<file path="src/rtl/blob_record_fifo.sv">
// Validates/size-filters finished component boxes, emits {cx,cy,ex,ey} records through a show-ahead FIFO.
// Latency 2 cycles in to out_valid; input never stalls, records arriving while full (no pop) are dropped and counted.
module blob_record_fifo #(
  parameter int x_bit    = 9,
  parameter int y_bit    = 9,
  parameter int data_bit = 36,
  parameter int min_w    = 2,
  parameter int min_h    = 2,
  parameter int max_w    = 64,
  parameter int max_h    = 64,
  parameter int fifo_aw  = 4,
  parameter int cnt_bit  = 8
) (
  input  logic                         clk,
  input  logic                         rst,
  input  logic                         in_valid,
  input  logic [data_bit-1:0]          in_data,
  input  logic                         frame_done,
  output logic                         out_valid,
  input  logic                         out_ready,
  output logic [2*x_bit+2*y_bit-1:0]   out_data,
  output logic [fifo_aw:0]             fifo_level,
  output logic [cnt_bit-1:0]           frame_blobs,
  output logic [cnt_bit-1:0]           drop_cnt
);

  localparam int OW    = 2*x_bit + 2*y_bit;
  localparam int DEPTH = 1 << fifo_aw;
  localparam logic [x_bit:0] MIN_W = (x_bit+1)'(min_w);
  localparam logic [x_bit:0] MAX_W = (x_bit+1)'(max_w);
  localparam logic [y_bit:0] MIN_H = (y_bit+1)'(min_h);
  localparam logic [y_bit:0] MAX_H = (y_bit+1)'(max_h);

  logic [x_bit-1:0] minx, maxx, cx_d, ex_d;
  logic [y_bit-1:0] miny, maxy, cy_d, ey_d;
  logic             pass_d;

  assign minx = in_data[OW-1 -: x_bit];
  assign maxx = in_data[OW-1-x_bit -: x_bit];
  assign miny = in_data[2*y_bit-1 -: y_bit];
  assign maxy = in_data[y_bit-1:0];

  // Sizes are compared one bit wider so a full-width box does not wrap to zero.
  always_comb begin
    ex_d   = maxx - minx;
    ey_d   = maxy - miny;
    cx_d   = x_bit'(({1'b0, minx} + {1'b0, maxx}) >> 1);
    cy_d   = y_bit'(({1'b0, miny} + {1'b0, maxy}) >> 1);
    pass_d = (minx <= maxx) && (miny <= maxy) &&
             (({1'b0, ex_d} + 1'b1) >= MIN_W) && (({1'b0, ex_d} + 1'b1) <= MAX_W) &&
             (({1'b0, ey_d} + 1'b1) >= MIN_H) && (({1'b0, ey_d} + 1'b1) <= MAX_H);
  end

  logic              s1_vld_q;
  logic [OW-1:0]     s1_rec_q;
  logic [OW-1:0]     mem_q [DEPTH];
  logic [fifo_aw:0]  wr_ptr_q, rd_ptr_q;
  logic [cnt_bit-1:0] blob_cnt_q, frame_blobs_q, drop_cnt_q;
  logic [cnt_bit-1:0] blob_sum_d, blob_cnt_d, frame_blobs_d, drop_cnt_d;
  logic              empty, full, pop, push, drop;

  // Wrap bit differs with equal index bits means full.
  assign empty = (wr_ptr_q == rd_ptr_q);
  assign full  = (wr_ptr_q[fifo_aw] != rd_ptr_q[fifo_aw]) &&
                 (wr_ptr_q[fifo_aw-1:0] == rd_ptr_q[fifo_aw-1:0]);
  assign pop   = !empty && out_ready;
  assign push  = s1_vld_q && (!full || pop);
  assign drop  = s1_vld_q && full && !pop;

  assign out_valid   = !empty;
  assign out_data    = empty ? '0 : mem_q[rd_ptr_q[fifo_aw-1:0]];
  assign fifo_level  = wr_ptr_q - rd_ptr_q;
  assign frame_blobs = frame_blobs_q;
  assign drop_cnt    = drop_cnt_q;

  // A write landing on the frame_done cycle is credited to the closing frame.
  always_comb begin
    blob_sum_d = blob_cnt_q;
    if (push && blob_cnt_q != '1) blob_sum_d = blob_cnt_q + 1'b1;
    blob_cnt_d    = frame_done ? '0 : blob_sum_d;
    frame_blobs_d = frame_done ? blob_sum_d : frame_blobs_q;
    drop_cnt_d    = drop_cnt_q;
    if (drop && drop_cnt_q != '1) drop_cnt_d = drop_cnt_q + 1'b1;
  end

  always_ff @(posedge clk) begin
    if (rst) begin
      s1_vld_q      <= 1'b0;
      wr_ptr_q      <= '0;
      rd_ptr_q      <= '0;
      blob_cnt_q    <= '0;
      frame_blobs_q <= '0;
      drop_cnt_q    <= '0;
    end else begin
      s1_vld_q      <= in_valid && pass_d;
      if (push) wr_ptr_q <= wr_ptr_q + 1'b1;
      if (pop)  rd_ptr_q <= rd_ptr_q + 1'b1;
      blob_cnt_q    <= blob_cnt_d;
      frame_blobs_q <= frame_blobs_d;
      drop_cnt_q    <= drop_cnt_d;
    end
  end

  always_ff @(posedge clk) begin
    s1_rec_q <= {cx_d, cy_d, ex_d, ey_d};
    if (push && !rst) mem_q[wr_ptr_q[fifo_aw-1:0]] <= s1_rec_q;
  end

endmodule

</file>
<file path="config.mk">
export PLATFORM = sky130hd
export DESIGN_NAME = blob_record_fifo
export DESIGN_NICKNAME = d
export VERILOG_FILES = /design/src/rtl/blob_record_fifo.sv
export SDC_FILE = /design/constraint.sdc
export NUM_CORES = 1
export LEC_CHECK = 0
export CORE_ASPECT_RATIO = 1.25
export CORE_MARGIN = 2
export CORE_UTILIZATION = 30
export CTS_CLUSTER_SIZE = 25
export DETAILED_ROUTE_END_ITERATION = 12
export DONT_BUFFER_PORTS = 1
export PLACE_DENSITY = 0.5
export RECOVER_POWER = 100
export SLEW_MARGIN = 15
export SYNTH_ARGS = -nofsm -noshare
export SYNTH_HDL_FRONTEND = slang
export SYNTH_SLANG_ARGS = --single-unit
</file>
<file path="constraint.sdc">
create_clock -name clk -period 5.37 [get_ports clk]
set_input_delay 0.537 -clock clk [delete_from_list [all_inputs] [get_ports clk]]
set_output_delay 0.537 -clock clk [all_outputs]
set_load 0.005 [all_outputs]
</file>
==> results.md, run 1 <==
- The flow ran to the end, but the final reports show violations.
- The checks that failed: capacitance limit, slew limit.
- The total routing usage reported by global routing is about 15%.
- For this run, the top clock speed supported by timing is roughly 0.23 GHz.
- The number of hold violations in the final report is 0.
- In the layout the commonest cells are 576 x sky130_fd_sc_hd__edfxtp_1, 180 x sky130_fd_sc_hd__mux4_2, 71 x sky130_fd_sc_hd__dfxtp_1, 70 x sky130_fd_sc_hd__clkbuf_16, 62 x sky130_fd_sc_hd__nor2_1.
- Sequential cells were found to cover between 70% and 80% of the synthesized design area.
- The end point of the critical path is mem_q[2][14].
- The starting utilization of the core area is between 30% and 40%.
- The TritonCTS clock tree is yes.
- After synthesis, the largest family of logic cells by area is multiplexers.
- Measured against the total synthesized area, the mux share comes to 15.72%.
- The sum of negative setup slack is 0 ns.
- The number of buffers and inverters on the critical path is 2.
- After clock tree synthesis, the clock-pin slew on the worst setup and hold paths is around 0.06 ns.
- The setup path with the least slack is of type reg -> reg.
- The net count of the finished layout is 1473.
- The via count of the first global-routing pass was roughly 13000.
- At the pin with the least slew margin, the transition time is 1.914 ns.
- Total power for the finished layout comes to ~11000 uW.
- The clock arrives with 0.01851 ns of skew.
- On the critical path, the stage with the largest delay is an instance of sky130_fd_sc_hd__nor2_1.
- The floorplan step defined a die boundary enclosing about 89000 um^2.
- Of the total synthesized cell area, the portion taken by AND, OR, NAND and NOR gates is under 10%.
- Summing the areas of all compound-gate instances in the mapped netlist gives 2.143% of the synthesized area.
- After global routing the overflow that remains totals 0.
- The first global-routing pass estimated about 93000 um of wire.
- The clock root buffer is sky130_fd_sc_hd__clkbuf_16.
- The setup slack on the worst flop-to-flop path is ~1.1 ns.
- The synthesized design contains approximately 580 enable-type register cells.
- The fraction of registers with async set or reset after synthesis is 0%.
- For this design, the sink count on the clock tree is ~650.
- Counting every net in the synthesized netlist gives approximately 1400.
- The commonest non-fill, non-tap cell in the layout is sky130_fd_sc_hd__edfxtp_1.
- The worst reg2reg path endpoint is mem_q[2][14].
- The number of DRC markers after the initial detailed-route iteration is 1159.
- The mapped cell area is roughly 26000 um^2.
- Using the TritonRoute via totals, the vias-per-cell ratio works out to approximately 4.8.
- The congestion estimate from routability-driven global placement came to 0.7727.
- The maximum root-to-sink buffer count is 3.
- Summing the areas of all fa, ha and maj instances in the mapped netlist gives about 2.8% of the synthesized area.
- Port buffering added 0 buffers.
- The standard-cell row count is 120.
- For the worst-skew pair, the clock arrives at the later sink with an insertion delay of ~0.61 ns.
- Dividing the final minimum period by the clock period gives just under 80%.
- The total wirelength of the detailed-routed design is 64220 um.
- The logic depth of the worst setup path including buffers is 8.
- The area growth from synthesis to layout is 14.09%.
- The cell type group with the largest total delay on the critical path is simple AND/OR/NAND/NOR gates.
- The worst-path maximum fanout is 25.
- The minimum clock period is 4.260 ns.
- The total via count after detailed routing is between 10000 and 15000.
- The post-synthesis sequential element count is roughly 650.
- The number of buffers created by CTS is 67.
- The start point of the critical path is wr_ptr_q[0].
- The worst setup path is captured at a flop.
- Yosys mapped the design onto 52 distinct sky130hd cell types.
- The signal on the critical path passes through inv_1, ha_1, nand4_1, nor3_1, nand2b_1, or3_1, nor2_1, buf_4.
- Dividing total power by cell area gives a power density of about 360 nW/um^2.
- Setup repair after global routing left no endpoint under its margin.
- Setup slack closes at ~1.1 ns.
- By area the synthesized netlist is led by sky130_fd_sc_hd__edfxtp_1 66%, sky130_fd_sc_hd__mux4_2 16%, sky130_fd_sc_hd__dfxtp_1 5.8%.
- The most used flip-flop cell after synthesis is sky130_fd_sc_hd__edfxtp_1.
- The worst register-to-register path begins at wr_ptr_q[0].
- The area of the core is roughly 86000 um^2.
- The worst IR drop on VDD is 0.1783 mV.
- Counting tap cells, the placed design contains a total of 2463 instances.
- Measured along the y axis, the die boundary spans between 300 and 400 um.
- The sum of net half-perimeters after detailed placement is about 39000 um.
- 99 I/O pins were placed.
- The number of DRC violations after detailed routing is 0.
- Of all cell types, the one taking the most synthesized area is sky130_fd_sc_hd__edfxtp_1.
- The number of pins with negative max-slew slack in the final report is 57.
- For the worst setup path, the data arrival time is approximately 4.5 ns.
- For this run, the slowest stage of the critical path takes 1.46 ns.
- The fraction of final layout cells with drive strength greater than 1 is between 20% and 30%.
- Along the worst hold path, the cell count comes to 1.
- For this design the static power due to leakage is 0.009151 uW.
- The synthesized design devotes to its leading area cell type about two thirds of total area.
- The number of cells on the worst reg-to-reg path is 8.
- In this run the worst hold path is classified as in -> reg.
- The finished layout holds about 2600 standard cells, fillers aside.
- The post-placement setup slack is 1.914 ns.
- The startpoint type of the worst setup path is a flop.
- The count of cells resized by post-cts repair is 0.
- Setup violations remaining at the end of the flow were counted as 0.
- The detailed-route wire length per cell is roughly 25 um.
- The CTS H-tree depth is 3.
- Headroom to the max-slew limit came out at -28.07%.
- The count of nets left with antenna violations after detail routing is 0.
- The initial antenna violation count was 5.
- The total iterations of the first detailed-routing run is 5.
- The xor-xnor portion of the synthesized cell area is around 1.9%.
- The max-cap violation count is 3.
- The synthesized area divided by synthesized cell count is approximately 20 um^2.
- At the worst endpoint, the required time is around 5.6 ns.
- The post-synthesis instance total is roughly 1300.
- Entering global routing, the biggest net connects 90 pins.
- The die is roughly 270 um wide.
- Yosys printed 0 warnings.
-- registers in the layout (all words and copies together), names as in the netlist, named ones only --
name	cells
rd_ptr_q	5
wr_ptr_q	5
drop_cnt	8
mem_q	576
s1_rec_q	36
s1_vld_q	1
frame_blobs	8
blob_cnt_q	8
-- worst register-to-register path, delay by kind of cell (launching register included) --
family | cells | cell delay, ns
simple gates | 5 | 2.33
flops | 1 | 0.42
fa+ha+maj | 1 | 0.33
buf+inv | 2 | 0.79
-- final cells by class --
cell class                 instances  area, um^2
antenna                            4       10.01
clock buffer                      88        1829
clock inverter                    32       276.5
fill                            8139       56100
inverter                          55       206.4
multi-input combinational        567        6940
sequential                       651       18810
tap                             1159        1450
timing repair buffer              34       255.2
-- routing by layer --
layer	global-route usage, %	share of wire (%)
met1	19.57	44
met2	23.50	48
met3	3.277	6.2
met4	4.291	1.9
met5	0	0.020
-- report_power, final --
part           total [uW]  leakage (uW)  internal (uW)  switching, uW
registers            6020       0.00580           5770            251
logic                 280       0.00233            103            177
clock network        4530       0.00102           2600           1930
total               10800       0.00915           8480           2360
-- repair_timing --
item                                   CTS  global route
buffers inserted                         0             0
endpoints found under the hold margin   30             0
hold buffers                             3             0
setup endpoints to repair                0             0
-- synthesized netlist by cell type (5+ instances only) --
cell type                  number
sky130_fd_sc_hd__edfxtp_1     576
sky130_fd_sc_hd__mux4_2       180
sky130_fd_sc_hd__nor2_1        77
sky130_fd_sc_hd__dfxtp_1       75
sky130_fd_sc_hd__inv_1         55
sky130_fd_sc_hd__ha_1          51
sky130_fd_sc_hd__clkbuf_1      43
sky130_fd_sc_hd__and2_1        38
sky130_fd_sc_hd__xnor2_1       30
sky130_fd_sc_hd__a21oi_1       29
sky130_fd_sc_hd__xor2_1        26
sky130_fd_sc_hd__nand2_1       16
sky130_fd_sc_hd__nand4_1       15
sky130_fd_sc_hd__buf_1         13
sky130_fd_sc_hd__a211oi_1      11
sky130_fd_sc_hd__nand2b_1       8
sky130_fd_sc_hd__o21ai_0        7
sky130_fd_sc_hd__o21bai_1       6
sky130_fd_sc_hd__fa_1           5
sky130_fd_sc_hd__mux2i_1        5
sky130_fd_sc_hd__nand3_1        5
sky130_fd_sc_hd__or4_1          5
-- how the worst min path moves through the flow --
stage,from,endpoint,slack [ns]
after floorplan,frame_blobs[1],frame_blobs[1],0.48
after global placement,frame_blobs[6],frame_blobs[6],0.49
after detailed placement,frame_blobs[6],frame_blobs[6],0.50
after CTS,frame_done,frame_blobs[1],0.003
after global routing,frame_done,frame_blobs[1],0.03
final,frame_done,frame_blobs[1],0.04
-- per-stage QoR --
step	util [%]	hold WS, ns	cell area, um^2
after floorplan	-	0.4783	26100
after global placement	32.32	0.4883	27760
after detailed placement	32.32	0.4974	27760
after CTS	34.81	0.003184	29890
after global routing	34.67	0.02538	29770
final	34.67	0.03795	29780
-- logic make-up (layout without fill, tap and decap cells) --
family	after synthesis	count (layout)
other	0	4
adder cells (fa/ha/maj)	56	56
flip-flops	651	651
AND/OR/NAND/NOR	188	188
AO/OA/AOI/OAI	82	82
XOR/XNOR	56	56
multiplexers	185	185
buffers and inverters	115	209
(Power assumes the default switching activity.)
==> inputs of run 2 (changes only) <==
- PLACE_DENSITY: 0.5 -> 0.51
- clock period: 5.37 -> 3.9 ns (I/O delays scaled with it)
==> run 2 against run 1 <==
Effect of this change:
- utilization rose by 0.28 points
- design area rose by 0.81%
- worst setup slack got worse by 0.69 ns
- non-clock buffer count rose by 7
- global-route usage rose by 0.13 points
- die area did not move
- largest cell class unchanged
- clock power rose by 42%
- sequential power rose by 38%
- wire length rose by 1.1%
- highest routed layer unchanged
- sequential share of layout area fell by 0.50 points
- the flow still finishes with violations (capacitance limit, slew limit)
- register-to-register slack got worse by 0.69 ns
==> results.md, run 2 (synthesis gave the netlist of run 1 again) <==
- The final non-filler cell total is 2600.
- The run finished, with violations left.
- The register with the most flip-flops in the layout has roughly 580 of them.
- The die is 267.8 um wide.
- The count of nets left with antenna violations after detail routing is 0.
- The die outline height is around 330 um.
- The total power divided by cell area is 503.2 nW/um^2.
- Setup violations remaining at the end of the flow were counted as 0.
- The total clock sinks is 651.
- For this run, the slowest stage of the critical path takes ~1.2 ns.
- The fill cell total of the finished layout is between 8000 and 9000.
- The library cell contributing the largest single delay on the critical path is sky130_fd_sc_hd__buf_2.
- In the post-route analysis, the smallest setup slack over all paths is 0.4236 ns.
- The later pin in the worst-skew pair is clocked with a latency of roughly 0.6 ns.
- The cell count after placement is between 2000 and 2500.
- The total iterations of the first detailed-routing run is 4.
- The wire length of the first global-routing pass is between 90000 and 100000 um.
- The via count of the first global-routing pass is ~13000.
- Leaving out fill and tap cells, the most frequent cells in the layout are 576 x sky130_fd_sc_hd__edfxtp_1, 180 x sky130_fd_sc_hd__mux4_2, 72 x sky130_fd_sc_hd__clkbuf_16, 71 x sky130_fd_sc_hd__dfxtp_1, 65 x sky130_fd_sc_hd__nor2_1.
- The final route contains 12600 vias.
- Dividing the detail-routed via count by the number of cells gives a little under 5.
- Buffers placed on the I/O ports in this run total 0.
- Summed over all layers, the routed wires come to ~65000 um.
- For the worst setup path, the data required time is 4.09 ns.
- The critical path is of the reg -> reg type.
- The number of buffers created by CTS is approximately 70.
- At the end of the flow, the number of nets in the layout was between 1000 and 1500.
- The TritonCTS clock tree is yes.
- The arrival time of the worst setup path is about 3.7 ns.
- The floorplan has 120 rows.
- The leakage power summed over all cells is 0.009356 uW.
- Timing would allow up to between 0.2 and 0.3 GHz.
- The final estimated routing congestion in global placement is about 0.8.
- Detailed placement ended at an HPWL of ~37000 um.
- STA classifies the critical path startpoint as a flop.
- Cells with a size suffix above 1 make up between 20% and 30% of the layout.
- STA classifies the critical path endpoint as a flop.
- The final global-route overflow total is 0.
- The worst slew margin relative to its limit is -3.194%.
- The maximum root-to-sink buffer count is 3.
- The number of DRC violations after detailed routing is 0.
- Summed over all failing endpoints, the final setup total negative slack is 0 ns.
- After detailed routing, the average wire length per cell comes to 24.97 um.
- Leaving out fill and tap cells, the most frequent cell in the layout is sky130_fd_sc_hd__edfxtp_1.
- The clock skew after layout is 0.01402 ns.
- The max-cap violation count is 1.
- Setup repair after global routing left no endpoint under its margin.
- The worst-path maximum fanout is 36.
- The number of antenna diodes in the final layout is 0.
- The minimum clock period is about 3.5 ns.
- The overall die area is about 89000 um^2.
- The checks that failed: capacitance limit, slew limit.
- Traced cell by cell, the critical path runs through inv_1, ha_1, nand4_1, nor3_1, nand2b_1, or3_1, nor2_4, buf_2.
- Counting both buffers and inverters, the worst setup path holds a total of 2.
- The area growth from synthesis to layout is 15.01%.
- The worst IR drop on VDD is between 0.2 and 0.25 mV.
- Before CTS, the worst setup slack after placement is about 0.63 ns.
- The initial antenna violation count was 3.
- The number of primary I/O pins is 99.
- The number of hold violations in the final report is 0.
- The number of pins with negative max-slew slack in the final report came to 37.
- Global routing consumed, over all layers together, approximately 15% of the routing resources.
- Gates resized during post-CTS repair numbered 0.
- Entering global routing, the biggest net connects 42 pins.
- After the first detailed-routing iteration, the DRC count stood at between 1000 and 1500.
- The CTS H-tree depth is 3.
- The clock transition at the register clock pins on the worst setup and hold paths after CTS is 0.06 ns.
- For the pin with the worst max-slew slack, the measured transition is around 1.5 ns.
- For this configuration, the core starts out at a cell density of a little under a third.
- The clock root buffer is sky130_fd_sc_hd__clkbuf_16.
- The floorplan step defined a core boundary enclosing about 86000 um^2.
- The fraction of the cycle the final worst path needs is about nine tenths.
- The path type of the worst min-delay path is in -> reg.
- The cell type group with the largest total delay on the critical path is buffers and inverters.
==> run 2: cell count changes in the layout (fill, tap and decap cells not counted), sizes merged <==
cell,before,now
clkbuf,109,115
buf,11,20
clkinvlp,5,4
diode,4,0
clkinv,19,20
inv,59,58
==> run 2: final cells by class <==
cell class              instances  area, um^2  area share, %
repair buffers                 41       392.9          1.309
multi-input cells             567        6932          23.09
inverters                      55       206.4         0.6877
clock buffers                  96        1952          6.502
clock inverters                31       274.0         0.9128
flip-flops and latches        651       18810          62.67
well taps                    1159        1450          4.831
==> run 2: power breakdown <==
| group | internal [uW] | switching, uW | total [uW] |
|---|---|---|---|
| sequential | 7950 | 329 | 8280 |
| combinational | 143 | 250 | 393 |
| clock | 3770 | 2660 | 6440 |
| total | 11900 | 3240 | 15100 |
==> run 2: through the flow <==
stage          util, %  hold slack [ns]  power, uW  area, um^2
2_1_floorplan        -           0.4783       8547       26100
3_3_place_gp     32.58           0.4629       8784       27980
3_5_place_dp     32.58           0.4616       8814       27980
4_1_cts          35.20          0.03304      15300       30230
5_1_grt          34.95          0.06603      15610       30020
6_report         34.95          0.07196      15110       30020
==> run 2: metal layers <==
| metal | up-vias | GRT usage [%] | part of all wire [%] |
|---|---|---|---|
| met5 | - | 0 | 0.048 |
| met4 | 4 | 4.493 | 2.1 |
| met3 | 88 | 3.984 | 6.9 |
| met2 | 345 | 22.86 | 47 |
| met1 | 6738 | 19.97 | 44 |
| li1 | 5421 | - | - |
==> run 2: worst paths after layout <==
kind	slack (ns)	from	depth (start not counted)	to
worst max-delay path	0.42	wr_ptr_q[0]	8	mem_q[3][15]
worst min-delay path	0.07	rst	2	blob_cnt_q[7]
worst max register to register	0.42	wr_ptr_q[0]	8	mem_q[3][15]
worst min register to register	0.51	frame_blobs[1]	2	frame_blobs[1]
==> run 2: timing repair <==
action,CTS,global route
hold buffers,2,0
buffers inserted,0,0
hold endpoints to repair,30,0
==> run 2: worst reg2reg max path: cells and delay by family (launching register included) <==
family | cells | cell delay, ns
buffers and inverters | 2 | 1.27
AND/OR/NAND/NOR | 5 | 1.03
flip-flops | 1 | 0.41
adder cells (fa/ha/maj) | 1 | 0.33
==> inputs of run 3 (changes only) <==
- CORE_MARGIN: 2 -> not set
- PLACE_DENSITY: 0.51 -> 0.48
==> run 3 against run 2 <==
Effect of this change:
- the flow still finishes with violations (capacitance limit, slew limit)
- worst setup slack got worse by 0.063 ns
- sequential cell count unchanged
- sequential share of layout area about the same
- clock power is essentially flat
==> results.md, run 3 (synthesis gave the netlist of run 1 again) <==
- The detailed-route wire length per cell is 25.37 um.
- The worst min-delay path startpoint is in_data[26].
- The starting utilization of the core area is 30.39%.
- Input and output buffers added on the ports amount to 0.
- For this design the static power due to leakage is 0.009362 uW.
- The via count of the first global-routing pass is ~14000.
- Measured along the x axis, the die boundary spans 265.8 um.
- The worst setup path is captured at an output pin.
- The peak-usage layer in the global routing report is met2.
- The worst slew margin relative to its limit is -4.177%.
- The fraction of final layout cells with drive strength greater than 1 is about 24%.
- Global routing consumed, over all layers together, between 10% and 20% of the routing resources.
- The worst register-to-register path begins at wr_ptr_q[0].
- The internal portion of the total power is between 10000 and 15000 uW.
- The post-detailed-route via-to-cell ratio is about 4.9.
- The switching power share of the total is between 20% and 30%.
- The critical path in this run is classified as reg -> out.
- The worst-path maximum fanout is 34.
- The worst hold path belongs to the class in -> reg.
- a little under 100 I/O pins were placed.
- The worst setup path is launched from a flop.
- The met2 global-route usage is between 20% and 30%.
- Once layout is complete, the utilization of the core stands at 34.97%.
- In this run the remaining antenna-violating nets after routing total 0.
- Derived from the worst setup path, the maximum achievable clock frequency is 0.2825 GHz.
- The routed layout has 12640 vias.
- The sum of negative setup slack is 0 ns.
- The number of hold violations in the final report was 0.
- For this run, design rule violations remaining after detail routing come to 0.
- The depth of the worst register-to-register path is 8.
- The first global-routing pass estimated about 96000 um of wire.
- The finished layout holds about 2600 standard cells, fillers aside.
- The met3 track demand over resource is 4.100%.
- The met1 demand-to-capacity share in global routing is approximately a fifth.
- At the worst endpoint, the required time is around 3.5 ns.
- The floorplan has 120 rows.
- The register with the most flip-flops in the layout has between 500 and 600 of them.
- The initial antenna violation count is 6.
- The final reports fail on capacitance limit, slew limit.
- The run finished, with violations left.
- The combinational share of power is under 10%.
- Clock latency on the worst-skew pair, taken at its later pin, is roughly 0.6 ns.
- The library cells used most frequently in the layout, excluding fill and tap cells, are 576 x sky130_fd_sc_hd__edfxtp_1, 180 x sky130_fd_sc_hd__mux4_2, 73 x sky130_fd_sc_hd__clkbuf_16, 71 x sky130_fd_sc_hd__dfxtp_1, 62 x sky130_fd_sc_hd__nor2_1.
- Across all hold checks on the routed design, the worst slack comes to ~0.043 ns.
- The layout has around 8100 filler cells.
- The sequential fraction of design power is between 50% and 60%.
- The total power divided by cell area is a little over 500 nW/um^2.
- The number of pins with negative max-slew slack in the final report is between 50 and 60.
- The hold-critical path depth is 3.
- For hold timing, the worst endpoint is s1_rec_q[35].
- The number of DRC markers after the initial detailed-route iteration is a little under 1000.
- The total wirelength of the detailed-routed design is ~66000 um.
- The die outline height is 331.8 um.
- Setup repair after global routing left no endpoint under its margin.
- The commonest non-fill, non-tap cell in the layout is sky130_fd_sc_hd__edfxtp_1.
- The cell count after placement is between 2000 and 2500.
- The maximum root-to-sink buffer count is 3.
- The sum of net half-perimeters after detailed placement is ~39000 um.
- The final estimated routing congestion in global placement is between 0.7 and 0.8.
- The arrival time of the worst setup path is 3.15 ns.
- The worst reg2reg path endpoint is mem_q[2][18].
- The overall die area is 88200 um^2.
- Setup slack on the worst reg-to-reg path comes out at ~0.45 ns.
- The final global-route overflow total is 0.
- Entering global routing, the biggest net connects 60 pins.
- The worst path uses about nine tenths of the clock period.
- The total clock sinks is around 650.
- The area growth from synthesis to layout is 15.05%.
- In this run, the clock network consumes a little over two fifths of the power.
- The net count of the finished layout is roughly 1500.
- The clock arrives with around 0.025 ns of skew.
- The worst IR drop on VDD is roughly 0.29 mV.
- The number of clock buffers added by TritonCTS is a little under 70.
- The total iterations of the first detailed-routing run is 5.
- Setup violations remaining at the end of the flow were counted as 0.
- In this run, post-CTS repair resized a total of 0 instances.
- The clock tree synthesis step divided the H-tree into 3 levels.
- Power comes to ~15000 uW.
- The switching power summed over all nets is about 3300 uW.
- The clock root buffer is sky130_fd_sc_hd__clkbuf_16.
- The max-cap violation count is 2.
- TritonCTS built the clock tree.
- The clock transition at the register clock pins on the worst setup and hold paths after CTS is roughly 0.060 ns.
- In this run the standard cell core region covers 85880 um^2.
- The minimum clock period is 3.539 ns.
- At the pin with the least slew margin, the transition time is 1.563 ns.
## run 3: cell count changes in the layout (fill, tap and decap cells not counted), moves of 5 or more
cell	change
sky130_fd_sc_hd__diode_2	+5
sky130_fd_sc_hd__clkinv_1	-6
sky130_fd_sc_hd__and2_0	+19
sky130_fd_sc_hd__and2_1	-19
sky130_fd_sc_hd__clkinv_2	+10
## run 3: worst max-delay path by stage
stage	startpoint	end	slack, ns	depth (start not counted)
2_1_floorplan	wr_ptr_q[0]	mem_q[0][0]	0.46	7
3_3_place_gp	in_data[0]	s1_vld_q	0.69	12
3_5_place_dp	in_data[0]	s1_vld_q	0.64	12
4_1_cts	flop	out_data[4]	0.44	5
5_1_grt	flop	out_data[18]	0.21	4
6_report	flop	out_data[17]	0.36	4
## run 3: area by class of cell
class	count	area (um^2)	share of cell area, %
clock inverters	32	249.0	0.8291
well taps	1159	1450	4.829
repair buffers	47	381.6	1.271
multi-input cells	567	6960	23.18
diodes	5	12.51	0.04166
inverters	55	206.4	0.6875
clock buffers	91	1964	6.541
flip-flops and latches	651	18810	62.62
## run 3: per-layer routing
metal	share of wire, %	up-vias
li1	-	5449
met1	44	6795
met2	48	305
met3	6.3	89
met4	2.0	6
met5	0.067	-
## run 3: power by group through the flow
stage | Combinational, uW | Sequential, uW | Clock [uW]
2_1_floorplan | 280 | 8270 | 0
3_3_place_gp | 396 | 8390 | 0
3_5_place_dp | 398 | 8420 | 0
4_1_cts | 409 | 8280 | 6610
5_1_grt | 446 | 8310 | 6850
6_report | 401 | 8270 | 6420
## run 3: repair_timing
item	CTS	global route
setup buffers	0	0
hold buffers	3	0
hold endpoints to repair	31	0
## run 3: worst max-delay path, cell delays in order (launching register included)
cell	delay, ns
sky130_fd_sc_hd__dfxtp_2	1.11
sky130_fd_sc_hd__buf_12	0.33
sky130_fd_sc_hd__mux4_2	0.34
sky130_fd_sc_hd__mux4_2	0.52
sky130_fd_sc_hd__and2_1	0.22
## run 3: metrics by stage
stage	cell area [um^2]	setup slack (ns)
floorplan	26100	0.4644
global placement	27940	0.6882
detailed placement	27940	0.6362
CTS	30190	0.4441
global route	30020	0.2145
finish	30030	0.3606
